## src/rtl/nes_multi_reader.sv

```systemverilog
// Polls up to four NES controllers in parallel over a shared latch/clock pair
// and publishes debounced-by-frame button state with rising-edge flags.
module nes_multi_reader #(
    parameter int NUM_PADS    = 2,
    parameter int HALF_PERIOD = 151,
    parameter int POLL_PERIOD = 419583
) (
    input  logic                  clk,
    input  logic                  reset,
    input  logic                  enable,
    input  logic [NUM_PADS-1:0]   nes_data,
    output logic                  nes_latch,
    output logic                  nes_clk,
    output logic [8*NUM_PADS-1:0] buttons,
    output logic [8*NUM_PADS-1:0] pressed,
    output logic                  valid,
    output logic                  overrun
);

    localparam int PW = (POLL_PERIOD > 1) ? $clog2(POLL_PERIOD) : 1;
    localparam int HW = $clog2(2 * HALF_PERIOD);

    localparam logic [PW-1:0] POLL_LAST  = PW'(POLL_PERIOD - 1);
    localparam logic [HW-1:0] LATCH_LAST = HW'(2 * HALF_PERIOD - 1);
    localparam logic [HW-1:0] HALF_LAST  = HW'(HALF_PERIOD - 1);

    typedef enum logic [2:0] {
        IDLE,
        LATCH,
        CLK_LOW,
        CLK_HIGH,
        DONE
    } state_t;

    state_t                      state;
    state_t                      state_next;
    logic [PW-1:0]               poll_cnt;
    logic [HW-1:0]               hp_cnt;
    logic [HW-1:0]               hp_next;
    logic [2:0]                  bit_idx;
    logic [2:0]                  bit_next;
    logic [NUM_PADS-1:0][6:0]    shift;
    logic                        tick;
    logic                        sample;
    logic                        publish;
    logic [8*NUM_PADS-1:0]       frame_bits;

    assign tick = (poll_cnt == POLL_LAST);

    always_ff @(posedge clk) begin
        if (reset) begin
            state     <= IDLE;
            poll_cnt  <= '0;
            hp_cnt    <= '0;
            bit_idx   <= '0;
            shift     <= '0;
            nes_latch <= 1'b0;
            nes_clk   <= 1'b0;
            buttons   <= '0;
            pressed   <= '0;
            valid     <= 1'b0;
            overrun   <= 1'b0;
        end else begin
            poll_cnt  <= tick ? '0 : poll_cnt + 1'b1;
            state     <= state_next;
            hp_cnt    <= hp_next;
            bit_idx   <= bit_next;
            // Pins are registered from the next state so they line up with the state itself.
            nes_latch <= (state_next == LATCH);
            nes_clk   <= (state_next == CLK_HIGH);
            valid     <= publish;
            if (sample && bit_idx != 3'd7) begin
                for (int p = 0; p < NUM_PADS; p++) begin
                    shift[p][bit_idx] <= nes_data[p];
                end
            end
            if (publish) begin
                buttons <= frame_bits;
                pressed <= frame_bits & ~buttons;
            end else begin
                pressed <= '0;
            end
            if (tick && state != IDLE) begin
                overrun <= 1'b1;
            end
        end
    end

    always_comb begin
        state_next = state;
        hp_next    = hp_cnt;
        bit_next   = bit_idx;
        case (state)
            IDLE: begin
                hp_next  = '0;
                bit_next = '0;
                if (tick && enable) begin
                    state_next = LATCH;
                end
            end
            LATCH: begin
                if (hp_cnt == LATCH_LAST) begin
                    hp_next    = '0;
                    state_next = CLK_LOW;
                end else begin
                    hp_next = hp_cnt + 1'b1;
                end
            end
            CLK_LOW: begin
                if (hp_cnt == HALF_LAST) begin
                    hp_next    = '0;
                    state_next = (bit_idx == 3'd7) ? DONE : CLK_HIGH;
                end else begin
                    hp_next = hp_cnt + 1'b1;
                end
            end
            CLK_HIGH: begin
                if (hp_cnt == HALF_LAST) begin
                    hp_next    = '0;
                    bit_next   = bit_idx + 3'd1;
                    state_next = CLK_LOW;
                end else begin
                    hp_next = hp_cnt + 1'b1;
                end
            end
            DONE: begin
                state_next = IDLE;
            end
            default: begin
                state_next = IDLE;
            end
        endcase
    end

    // The final sample goes straight into the published word, so valid lands in the DONE cycle.
    always_comb begin
        sample     = (state == CLK_LOW) && (hp_cnt == HALF_LAST);
        publish    = sample && (bit_idx == 3'd7);
        frame_bits = '0;
        for (int p = 0; p < NUM_PADS; p++) begin
            frame_bits[8*p +: 8] = ~{nes_data[p], shift[p]};
        end
    end

endmodule

```

## config.mk

```make
export PLATFORM = sky130hd
export DESIGN_NAME = nes_multi_reader
export DESIGN_NICKNAME = d
export VERILOG_FILES = /design/src/rtl/nes_multi_reader.sv
export SDC_FILE = /design/constraint.sdc
export NUM_CORES = 1
export LEC_CHECK = 0
export ABC_AREA = 0
export BUFFER_PORTS_ARGS = -buffer_cell sky130_fd_sc_hd__buf_4
export CORE_MARGIN = 1
export CORE_UTILIZATION = 40
export CTS_CLUSTER_DIAMETER = 60
export DETAILED_ROUTE_END_ITERATION = 7
export GPL_ROUTABILITY_DRIVEN = 1
export SLEW_MARGIN = 20
export SYNTH_ARGS = -nofsm -noshare
export SYNTH_HDL_FRONTEND = slang
export SYNTH_SLANG_ARGS = --single-unit
```

## constraint.sdc

```tcl
create_clock -name clk -period 2.5 [get_ports clk]
set_input_delay 0.75 -clock clk [delete_from_list [all_inputs] [get_ports clk]]
set_output_delay 0.75 -clock clk [all_outputs]
set_load 0.1 [all_outputs]
```

==> impl_results.md, run 1 <==
* Io pins at 41
* Max FO, Critical Path at 18
* Fin. max-slew vios at 0
* Worst-skew pair later-pin latency at ~340 ps
* Fin nets at about 430
* First-pass GRT wire length at 11,700 µm
* Hold Buf Count CTS at 0
* CTS tree: built
* WS Path Type: reg2reg
* LEAKAGE at approximately 1.6 nW
* Mean post-synth cell area at 9.15 µm²
* Die width at between 90 and 100 µm
* Number of global-route vias before repair at 2,451
* Sw frac at 0.198
* Reg area at 0.00168 mm²
* Synthesized flop and latch total at 84
* Antenna violations before repair at 0
* Post-CTS sizing at 0
* Fmax at 460 MHz
* Post-synth top cells: 84 x dfxtp_1, 41 x a21oi_1, 33 x nand2_1
* Remaining Overflow, GRT at 0
* Final hold vios at 0
* Post-synth EDFFs at 0
* Ys flop type: dfxtp_1
* Outcome: finished clean
* Sequential fraction of design power at 0.520
* Endpoints failing setup at 0
* CP max stage cell: or3_1
* Req. time, crit path at approximately 2800 ps
* Final core occ at 0.478
* PortBufs at 40
* CTS Buf Count at 9
* Cell Area, Synth at 0.00357 mm²
* Sink Count at 84
* Final critical-path setup slack at approximately 330 ps
* Num rows at 34
* CP max stage delay at 650 ps
* Worst Hold Class: reg2reg
* Highest metal used: met4
* Area grow syn2layout at 16.2%
* Syn nets at 402
* Fin Hold WS at 436 ps
* Gate power share at 0.015
* Switching power at 0.514 mW
* Clock Pin Slew Worst Setup and Hold Paths at approximately 90 ps
* Placer Congestion at 0.833
* Remaining antenna violation count at 0
* Largest net degree at the start of global routing at 49
* Initial Utilization at 0.411
* Layout cell share with drive strength beyond 1 at 0.176
* # fillers at approximately 850
* DP Wirelength at roughly 4800 µm
* Depth of the CTS H-tree at 3
* Post-synthesis sequential area ratio at 0.471
* Mapped Cells at 390
* N_diodes at 0
* Core Area at 0.00868 mm²
* Post-CTS Setup Bufs at 0
* Met3 routed WL at 300 µm
* Footprint of the multi-input gates at 0.00172 mm²
* CP Capture Type: flop
* Met2 wire len at 3180 µm
* Via count at around 2,800
* Crit path DAT at approximately 2400 ps
* Synth cell types at 55
* First-pass DRT Iterations at 7
* WL met1 at 3570 µm
* Synth area leader: dfxtp_1
* Worst Skew at between 10 and 15 ps
* Area fraction of the dominant cell type after synthesis at 0.471
* Final wirelength at 7200 µm
* Crit-path cells: ha_1 > and4bb_2 > nand3_2 > or3_1 > nor3_1
* DIE AREA at between 0.009 and 0.01 mm²
* DR WL/cell at 13.5 µm
* Max_cap viols at 0
* Count leader, synth: dfxtp_1
* Worst VDD drop at 0.313 mV
* Pint at around 2.1 mW
* Tightest Pin Transition at roughly 800 ps
* Non-filler instance count after layout at 534
* Synth area leaders: dfxtp_1 47%, a21oi_1 5.8%, nand2_1 3.5%
* TNS Setup at 0 ps
* Async set-or-reset flop fraction in the synthesized netlist at 0
* Dpl ws at 334 ps
* RSZ-0062 raised after global routing: no
* Clk network pwr share at 0.465
* Crit path buffers/inverters at 0
* Delay-heaviest family, CP: simple AND/OR/NAND/NOR gates
* Final period util at 0.869
* Clk buf depth at 2
* Synth warn at 0
* Startpoint type of the worst setup path: flop
* Via density at 5.31
* PwrDens at about 620 mW/mm²
* Cell at the root of the clock tree: clkbuf_8
* Die H at ~96 µm
* Gr usage total at 0.164
* Tmin final at 2170 ps
* DRC violations left at 0
* Detailed Route Iter0 Violations at roughly 130
* Dpl cells at between 500 and 600
* Slew HR at 0.463
[area by class of cell]
type / count / share of cell area
clock buffer: 11 / 0.0365
clock inverter: 5 / 0.0260
inverter: 6 / 0.00543
multi-input combinational: 276 / 0.414
sequential: 84 / 0.406
tap: 108 / 0.0326
timing repair buffer: 44 / 0.0797
[kinds of logic (layout without fill, tap and decap cells)]
group                    after synthesis  count (layout)  synth area share
buffers and inverters                 30              66            0.0477
AND/OR/NAND/NOR                      173             173             0.284
AO/OA/AOI/OAI                         78              78             0.126
flip-flops                            84              84             0.471
XOR/XNOR                              13              13            0.0319
multiplexers                           5               5            0.0144
adder cells (fa/ha/maj)                7               7            0.0246
[path summary, 6_finish.rpt]
path	from	end	slack, ps	depth (start not counted)
min	shift[0]$_SDFFE_PP0P_	pressed[0]$_SDFF_PP0_	440	1
max	hp_cnt[1]$_SDFFE_PP0P_	pressed[2]$_SDFF_PP0_	330	5
max reg2reg	hp_cnt[1]$_SDFFE_PP0P_	pressed[2]$_SDFF_PP0_	330	5
min reg2reg	shift[0]$_SDFFE_PP0P_	pressed[0]$_SDFF_PP0_	440	1
[power by group through the flow]
stage                     clock, mW  combinational (mW)  sequential [mW]
after floorplan                   0              0.0277             1.38
after global placement            0              0.0387             1.38
after detailed placement          0              0.0390             1.38
after CTS                      1.23              0.0391             1.35
after global routing           1.29              0.0425             1.35
final                          1.20              0.0389             1.34
[state kept, by name, summed over array words and instances, names as in the netlist]
signal	count
poll_cnt	19
state	3
buttons	16
nes_clk	1
valid	1
hp_cnt	9
pressed	16
nes_latch	1
bit_idx	3
shift	14
overrun	1
[layout by cell type (no fill, tap or decap), drive strengths merged, types with 4 or more instances in the layout]
| cell type | count |
|---|---|
| a211oi | 6 |
| a21oi | 41 |
| and3 | 4 |
| buf | 44 |
| clkbuf | 11 |
| dfxtp | 84 |
| ha | 7 |
| inv | 6 |
| mux2i | 4 |
| nand2 | 33 |
| nand3 | 22 |
| nand4 | 10 |
| nor2 | 25 |
| nor3 | 24 |
| nor4 | 4 |
| o21ai | 17 |
| or2 | 16 |
| or3 | 8 |
| xnor2 | 4 |
| xor2 | 9 |
[layer usage]
metal	global-route usage	up-vias
met3	0.0336	11
met2	0.255	69
li1	-	1455
met1	0.220	1298
met5	0	-
met4	0.0735	0
[per-stage QoR]
stage	area (µm²)	total power, mW
after floorplan	3570	1.40
after global placement	3880	1.42
after detailed placement	3880	1.42
after CTS	4140	2.61
after global routing	4140	2.68
final	4140	2.59
[worst register-to-register path, stage by stage (launching register included)]
cell      delay (ps)
dfxtp_1          430
ha_1             260
and4bb_2         350
nand3_2          110
or3_1            650
nor3_1           280
Note: power is estimated with default switching activity, not from simulation.
==> inputs of run 2 (changes only) <==
--- a/config.mk
+++ b/config.mk
@@ -6,7 +6,7 @@
 export NUM_CORES = 1
 export LEC_CHECK = 0
 export ABC_AREA = 0
-export BUFFER_PORTS_ARGS = -buffer_cell sky130_fd_sc_hd__buf_4
+export BUFFER_PORTS_ARGS = -buffer_cell sky130_fd_sc_hd__buf_2
 export CORE_MARGIN = 1
 export CORE_UTILIZATION = 40
 export CTS_CLUSTER_DIAMETER = 60
==> run 2 against run 1 <==
  * Critical endpoint is now shift[3]$_SDFFE_PP0P_
  * Fmax rose by 1.5%
  * Critical path type unchanged
  * First-iteration DRC count shrank 26%
  * Flip-flop and latch count unchanged
  * Combinational power fell by 6.9%
==> impl_results.md, run 2 (synthesis gave the netlist of run 1 again) <==
* Number of flip-flops in the largest register at 19 (unchanged)
* Startpoint type of the worst setup path: flop
* Crit-path cells: ha_1 > ha_1 > nor4b_1 > or4b_1 > mux2i_1 > nor2_1
* Layout cell share with drive strength beyond 1 at 0.178 (+0.00193)
* Clock Pin Slew Worst Setup and Hold Paths at 90 ps (about the same)
* Via count at 2,828 (-0.18%)
* N_diodes at 0 (unchanged)
* Slew HR at 0.659 (+0.195)
* Fin. max-slew vios at 0 (unchanged)
* Timing startpoint of the critical path: bit_idx[1]$_SDFFE_PP0P_
* DR WL/cell at 13.3 µm (-1.6%)
* Sink Count at 84 (unchanged)
* Largest net degree at the start of global routing at 48 (-2.0%)
* DRC violations left at 0 (unchanged)
* CTS Buf Count at 9 (unchanged)
* First-pass GRT wire length at 11,900 µm (+1.3%)
* Max FO, Critical Path at 9 (-9)
* Core Area at 0.00868 mm² (unchanged)
* Initial Utilization at 0.411 (unchanged)
* Via density at 5.29 (-0.36%)
* Non-filler instance count after layout at 535 (+0.19%)
* Cell at the root of the clock tree: clkbuf_8
* Tmin final at 2140 ps (-31.4 ps)
* Switching power at 0.551 mW (+7.4%)
* RSZ-0062 raised after global routing: no
* # fillers at 886 (+4.9%)
* Crit path DAT at 2380 ps (-40 ps)
* Depth of the most critical reg-to-reg path at 6 (+1)
* Flop2flop setup slack at 360 ps (+30 ps)
* Num rows at 34 (unchanged)
* Placed Instance Area at 0.00379 mm² (-2.4%)
* Post-CTS sizing at 0 (unchanged)
* Final hold vios at 0 (unchanged)
* Worst Skew at 12.6 ps (+1.07 ps)
* Worst R2R Start: bit_idx[1]$_SDFFE_PP0P_
* WS Path Type: reg2reg
* Remaining Overflow, GRT at 0 (unchanged)
* Worst Hold Class: reg2reg
* Cell repeated most along the worst path: ha_1
* Outcome: finished clean
* Worst setup path end: shift[3]$_SDFFE_PP0P_
* CP max stage cell: or4b_1
* Clk buf depth at 2 (unchanged)
* Fmax at 467 MHz (+1.5%)
* PwrDens at 595 mW/mm² (-4.7%)
* Most flops, register: poll_cnt
* Fin nets at 434 (+0.23%)
* DP Wirelength at 4800 µm (-0.85%)
* Reg area at 0.00168 mm² (unchanged)
* Depth of the CTS H-tree at 3 (unchanged)
* TNS Setup at 0 ps (unchanged)
* Sequential fraction of design power at 0.565 (+0.045)
* Fin area at 0.00400 mm² (-3.6%)
* LEAKAGE at 1.53 nW (-1.4%)
* Footprint of the multi-input gates at 0.00172 mm² (unchanged)
* Commonest non-fill, non-tap cells in the layout: 84 x dfxtp_1, 41 x a21oi_1, 40 x buf_2, 33 x nand2_1, 25 x nor2_1
* Final period util at 0.857 (-0.0125)
* Pint at 1.83 mW (-12%)
* Detailed Route Iter0 Violations at 99 (-26%)
* Req. time, crit path at 2730 ps (-20 ps)
* Io pins at 41 (unchanged)
* Area grow syn2layout at 12.0%
* Antenna violations before repair at 0 (unchanged)
* DIE AREA at 0.00930 mm² (unchanged)
* Gr usage total at 0.167 (+0.00277)
* Final wirelength at 7100 µm (-1.4%)
* Post-CTS Setup Bufs at 0 (unchanged)
* Total Power at 2.38 mW (-8.1%)
* Die H at 96.4 µm (unchanged)
* Clk network pwr share at 0.419 (-0.046)
* Worst-skew pair later-pin latency at 360 ps (+20 ps)
* CP max stage delay at 550 ps (-100 ps)
* Hold Buf Count CTS at 0 (unchanged)
* Worst r2r dst: shift[3]$_SDFFE_PP0P_
* Gate power share at 0.015 (about the same)
* Remaining antenna violation count at 0 (unchanged)
* CP Capture Type: flop
* Number of global-route vias before repair at 2,530 (+3.2%)
* Crit path buffers/inverters at 0 (unchanged)
* Commonest non-fill, non-tap cell in the layout: dfxtp_1
* Crit path depth at 6 (+1)
* Delay-heaviest family, CP: simple AND/OR/NAND/NOR gates
* PortBufs at 40 (unchanged)
* Max_cap viols at 0 (unchanged)
* Largest regs: poll_cnt: 19 flops, buttons: 16 flops, pressed: 16 flops
* Endpoints failing setup at 0 (unchanged)
* Dpl cells at 519 (+0.19%)
* Sw frac at 0.232 (+0.0333)
* CTS tree: built
* Tightest Pin Transition at 512 ps (-293 ps)
* Die width at 96.4 µm (unchanged)
* Worst VDD drop at 0.352 mV (+12%)
* Placer Congestion at 0.826 (-0.92%)
* First-pass DRT Iterations at 4 (-3)
## run 2: changes by cell type in the layout (fill, tap and decap cells not counted)
cell,delta
bufinv_16,-2
clkinv_4,-2
clkinv_2,+1
clkinvlp_4,+1
inv_8,+1
buf_2,+40
buf_4,-39
clkbuf_8,-2
inv_6,+3
## run 2: area by class of cell
| type | instances | area share |
|---|---|---|
| Sequential cell | 84 | 0.421 |
| Timing Repair Buffer | 45 | 0.0595 |
| Clock inverter | 7 | 0.0200 |
| Inverter | 6 | 0.00564 |
| Clock buffer | 9 | 0.0310 |
| Multi-Input combinational cell | 276 | 0.429 |
| Tap cell | 108 | 0.0338 |
## run 2: worst min path at each step
stage / start / to / slack, ps / cells after the start
after global placement: buttons[3]$_SDFFE_PP0P_ / pressed[3]$_SDFF_PP0_ / 420 / 1
final: shift[4]$_SDFFE_PP0P_ / pressed[4]$_SDFF_PP0_ / 440 / 1
after CTS: buttons[0]$_SDFFE_PP0P_ / pressed[0]$_SDFF_PP0_ / 450 / 1
after detailed placement: buttons[0]$_SDFFE_PP0P_ / pressed[0]$_SDFF_PP0_ / 440 / 1
after global routing: shift[0]$_SDFFE_PP0P_ / pressed[0]$_SDFF_PP0_ / 460 / 1
after floorplan: shift[13]$_SDFFE_PP0P_ / pressed[14]$_SDFF_PP0_ / 410 / 1
## run 2: per-stage QoR
stage          utilization  hold WS, ps  worst slack [ps]
6_report             0.460          442               358
3_3_place_gp         0.437          425               504
3_5_place_dp         0.437          437               395
2_1_floorplan            -          406               575
4_1_cts              0.460          450               369
5_1_grt              0.460          464               245
## run 2: power by group through the flow
stage	clock network, mW	registers, mW	logic, mW
global placement	0	1.38	0.0367
detailed placement	0	1.38	0.0360
finish	0.998	1.35	0.0362
CTS	1.03	1.35	0.0363
floorplan	0	1.38	0.0277
global route	1.09	1.35	0.0397
## run 2: per-layer routing
| layer | track usage | vias up | part of all wire | routed length (µm) |
|---|---|---|---|---|
| met1 | 0.210 | 1305 | 0.49 | 3460 |
| met2 | 0.269 | 52 | 0.45 | 3200 |
| met4 | 0.0613 | 0 | 0.019 | 133 |
| met5 | 0 | - | 0 | 0 |
| li1 | - | 1462 | - | - |
| met3 | 0.0509 | 9 | 0.043 | 304 |
==> inputs of run 3 (changes only) <==
--- a/config.mk
+++ b/config.mk
@@ -12,6 +12,7 @@
 export CTS_CLUSTER_DIAMETER = 60
 export DETAILED_ROUTE_END_ITERATION = 7
 export GPL_ROUTABILITY_DRIVEN = 1
+export GPL_TIMING_DRIVEN = 1
 export SLEW_MARGIN = 20
 export SYNTH_ARGS = -nofsm -noshare
 export SYNTH_HDL_FRONTEND = slang
==> constraint.sdc (replaced) <==
create_clock -name clk -period 2.55 [get_ports clk]
set_input_delay 0.765 -clock clk [delete_from_list [all_inputs] [get_ports clk]]
set_output_delay 0.765 -clock clk [all_outputs]
set_load 0.1 [all_outputs]
==> run 3 against run 2 <==
  * Critical path depth unchanged
  * Die area did not move
  * Clock skew decreased by 1.3 ps
  * Critical path type unchanged
  * Largest cell class unchanged
==> impl_results.md, run 3 (synthesis gave the netlist of run 1 again) <==
* Final period util at 0.838 (-0.0187)
* Remaining antenna violation count at 0 (unchanged)
* Outcome: finished clean
* CTS tree: built
* Via density at 5.30 (+0.21%)
* Worst-skew pair later-pin latency at 350 ps (about the same)
* Tightest Pin Transition at 512 ps (-0.460 ps)
* First-pass DRT Iterations at 4 (unchanged)
* Initial Utilization at 0.411 (unchanged)
* Fin Hold WS at 444 ps (+2.11 ps)
* Worst VDD drop at 0.251 mV (-29%)
* WS Path Type: reg2reg
* Core Area at 0.00868 mm² (unchanged)
* PortBufs at 40 (unchanged)
* Hold Path Depth at 1 (unchanged)
* Worst R2R Start: bit_idx[1]$_SDFFE_PP0P_
* Worst r2r dst: shift[3]$_SDFFE_PP0P_
* DR WL/cell at 13.3 µm (+0.41%)
* Layout cell share with drive strength beyond 1 at 0.178 (unchanged)
* DRC violations left at 0 (unchanged)
* Die width at 96.4 µm (unchanged)
* # fillers at 871 (-1.7%)
* Flop2flop setup slack at 410 ps (+50 ps)
* Req. time, crit path at 2780 ps (+50 ps)
* Worst Hold Class: reg2reg
* Commonest non-fill, non-tap cells in the layout: 84 x dfxtp_1, 41 x a21oi_1, 40 x buf_2, 33 x nand2_1, 25 x nor2_1
* Crit path DAT at 2370 ps (about the same)
* Max_cap viols at 0 (unchanged)
* Slew HR at 0.659 (about the same)
* Via count at 2,834 (+0.21%)
* Largest net degree at the start of global routing at 48 (unchanged)
* Io pins at 41 (unchanged)
* Max FO, Critical Path at 9 (unchanged)
* Final wirelength at 7130 µm (+0.41%)
* Placed Instance Area at 0.00379 mm² (unchanged)
* Commonest non-fill, non-tap cell in the layout: dfxtp_1
* DP Wirelength at 4840 µm (+0.87%)
* Min-delay src: shift[4]$_SDFFE_PP0P_
* Post-CTS sizing at 0 (unchanged)
* Fin area at 0.00402 mm² (+0.56%)
* Worst Skew at 11.3 ps (-1.34 ps)
* LEAKAGE at 1.55 nW (+0.91%)
* Final critical-path setup slack at 412 ps (+54.8 ps)
* Depth of the most critical reg-to-reg path at 6 (unchanged)
* Number of flip-flops in the largest register at 19 (unchanged)
* Tmin final at 2140 ps (-4.77 ps)
* Cell at the root of the clock tree: clkbuf_8
* Dpl ws at 431 ps (+36.2 ps)
* Largest regs: poll_cnt: 19 flops, buttons: 16 flops, pressed: 16 flops
* Area grow syn2layout at 12.7%
* Number of global-route vias before repair at 2,584 (+2.1%)
* Fin nets at 434 (unchanged)
* Die H at 96.4 µm (unchanged)
* Clock Pin Slew Worst Setup and Hold Paths at 90 ps (about the same)
* Sink Count at 84 (unchanged)
* Antenna violations before repair at 0 (unchanged)
* DIE AREA at 0.00930 mm² (unchanged)
* N_diodes at 0 (unchanged)
* CP max stage delay at 550 ps (about the same)
* CP Capture Type: flop
* CP max stage cell: or4b_1
* Remaining Overflow, GRT at 0 (unchanged)
* TNS Setup at 0 ps (unchanged)
* Final hold vios at 0 (unchanged)
* PwrDens at 604 mW/mm² (+1.4%)
* Clk buf depth at 2 (unchanged)
* Final core occ at 0.463 (+0.00259)
* Fmax at 468 MHz (+0.22%)
* Hold Path Sink: pressed[4]$_SDFF_PP0_
* RSZ-0062 raised after global routing: no
* First-pass GRT wire length at 12,000 µm (+1.3%)
* Endpoints failing setup at 0 (unchanged)
* Footprint of the multi-input gates at 0.00172 mm² (unchanged)
* Most flops, register: poll_cnt
* Startpoint type of the worst setup path: flop
* CTS Buf Count at 9 (unchanged)
* Placer Congestion at 0.826 (unchanged)
* Gr usage total at 0.167 (+0.000581)
* Crit-path cells: ha_1 > ha_1 > nor4b_1 > or4b_1 > mux2i_1 > nor2_1
* Detailed Route Iter0 Violations at 78 (-21%)
* Hold Buf Count CTS at 0 (unchanged)
* Depth of the CTS H-tree at 3 (unchanged)
* Reg area at 0.00168 mm² (unchanged)
* Num rows at 34 (unchanged)
* Fin. max-slew vios at 0 (unchanged)
* Cell repeated most along the worst path: ha_1
* Post-CTS Setup Bufs at 0 (unchanged)
run 3: changes by cell type in the layout (fill, tap and decap cells not counted):
cell	previous run	this run
bufinv_16	1	2
clkinvlp_4	1	0
run 3: per-stage QoR:
step	std cells	total power [mW]
2_1_floorplan	390	1.38
3_3_place_gp	519	1.39
3_5_place_dp	519	1.39
4_1_cts	535	2.46
5_1_grt	535	2.53
6_report	535	2.43
run 3: routing by layer:
metal,GRT usage,part of all wire,vias up
met5,0,0,-
met4,0.0650,0.0073,0
met3,0.0407,0.036,4
met2,0.270,0.47,54
met1,0.216,0.49,1318
li1,-,-,1458
run 3: power breakdown:
part,internal [mW],switching [mW]
clock,0.567,0.504
combinational,0.00997,0.0256
sequential,1.31,0.00447
total,1.89,0.534
run 3: worst max path at each step:
stage,start,slack [ps],cells past startpoint,end
3_3_place_gp,bit_idx[1]$_SDFFE_PP0P_,550,6,shift[3]$_SDFFE_PP0P_
2_1_floorplan,hp_cnt[0]$_SDFFE_PP0P_,620,7,hp_cnt[2]$_SDFFE_PP0P_
6_report,bit_idx[1]$_SDFFE_PP0P_,410,6,shift[3]$_SDFFE_PP0P_
5_1_grt,bit_idx[1]$_SDFFE_PP0P_,330,6,shift[3]$_SDFFE_PP0P_
4_1_cts,bit_idx[1]$_SDFFE_PP0P_,420,6,shift[3]$_SDFFE_PP0P_
3_5_place_dp,bit_idx[1]$_SDFFE_PP0P_,430,6,shift[10]$_SDFFE_PP0P_
run 3: layout make-up:
cell class / count / area share
Tap cell: 108 / 0.0336
Clock buffer: 9 / 0.0308
Inverter: 6 / 0.00560
Sequential cell: 84 / 0.418
Clock inverter: 7 / 0.0255
Multi-Input combinational cell: 276 / 0.427
Timing Repair Buffer: 45 / 0.0592
run 3: critical path: cells and delay by family, from the launching register on:
family                   cells  cell delay, ps
AND/OR/NAND/NOR              3            1020
flip-flops                   1             390
multiplexers                 1             180
adder cells (fa/ha/maj)      2             440
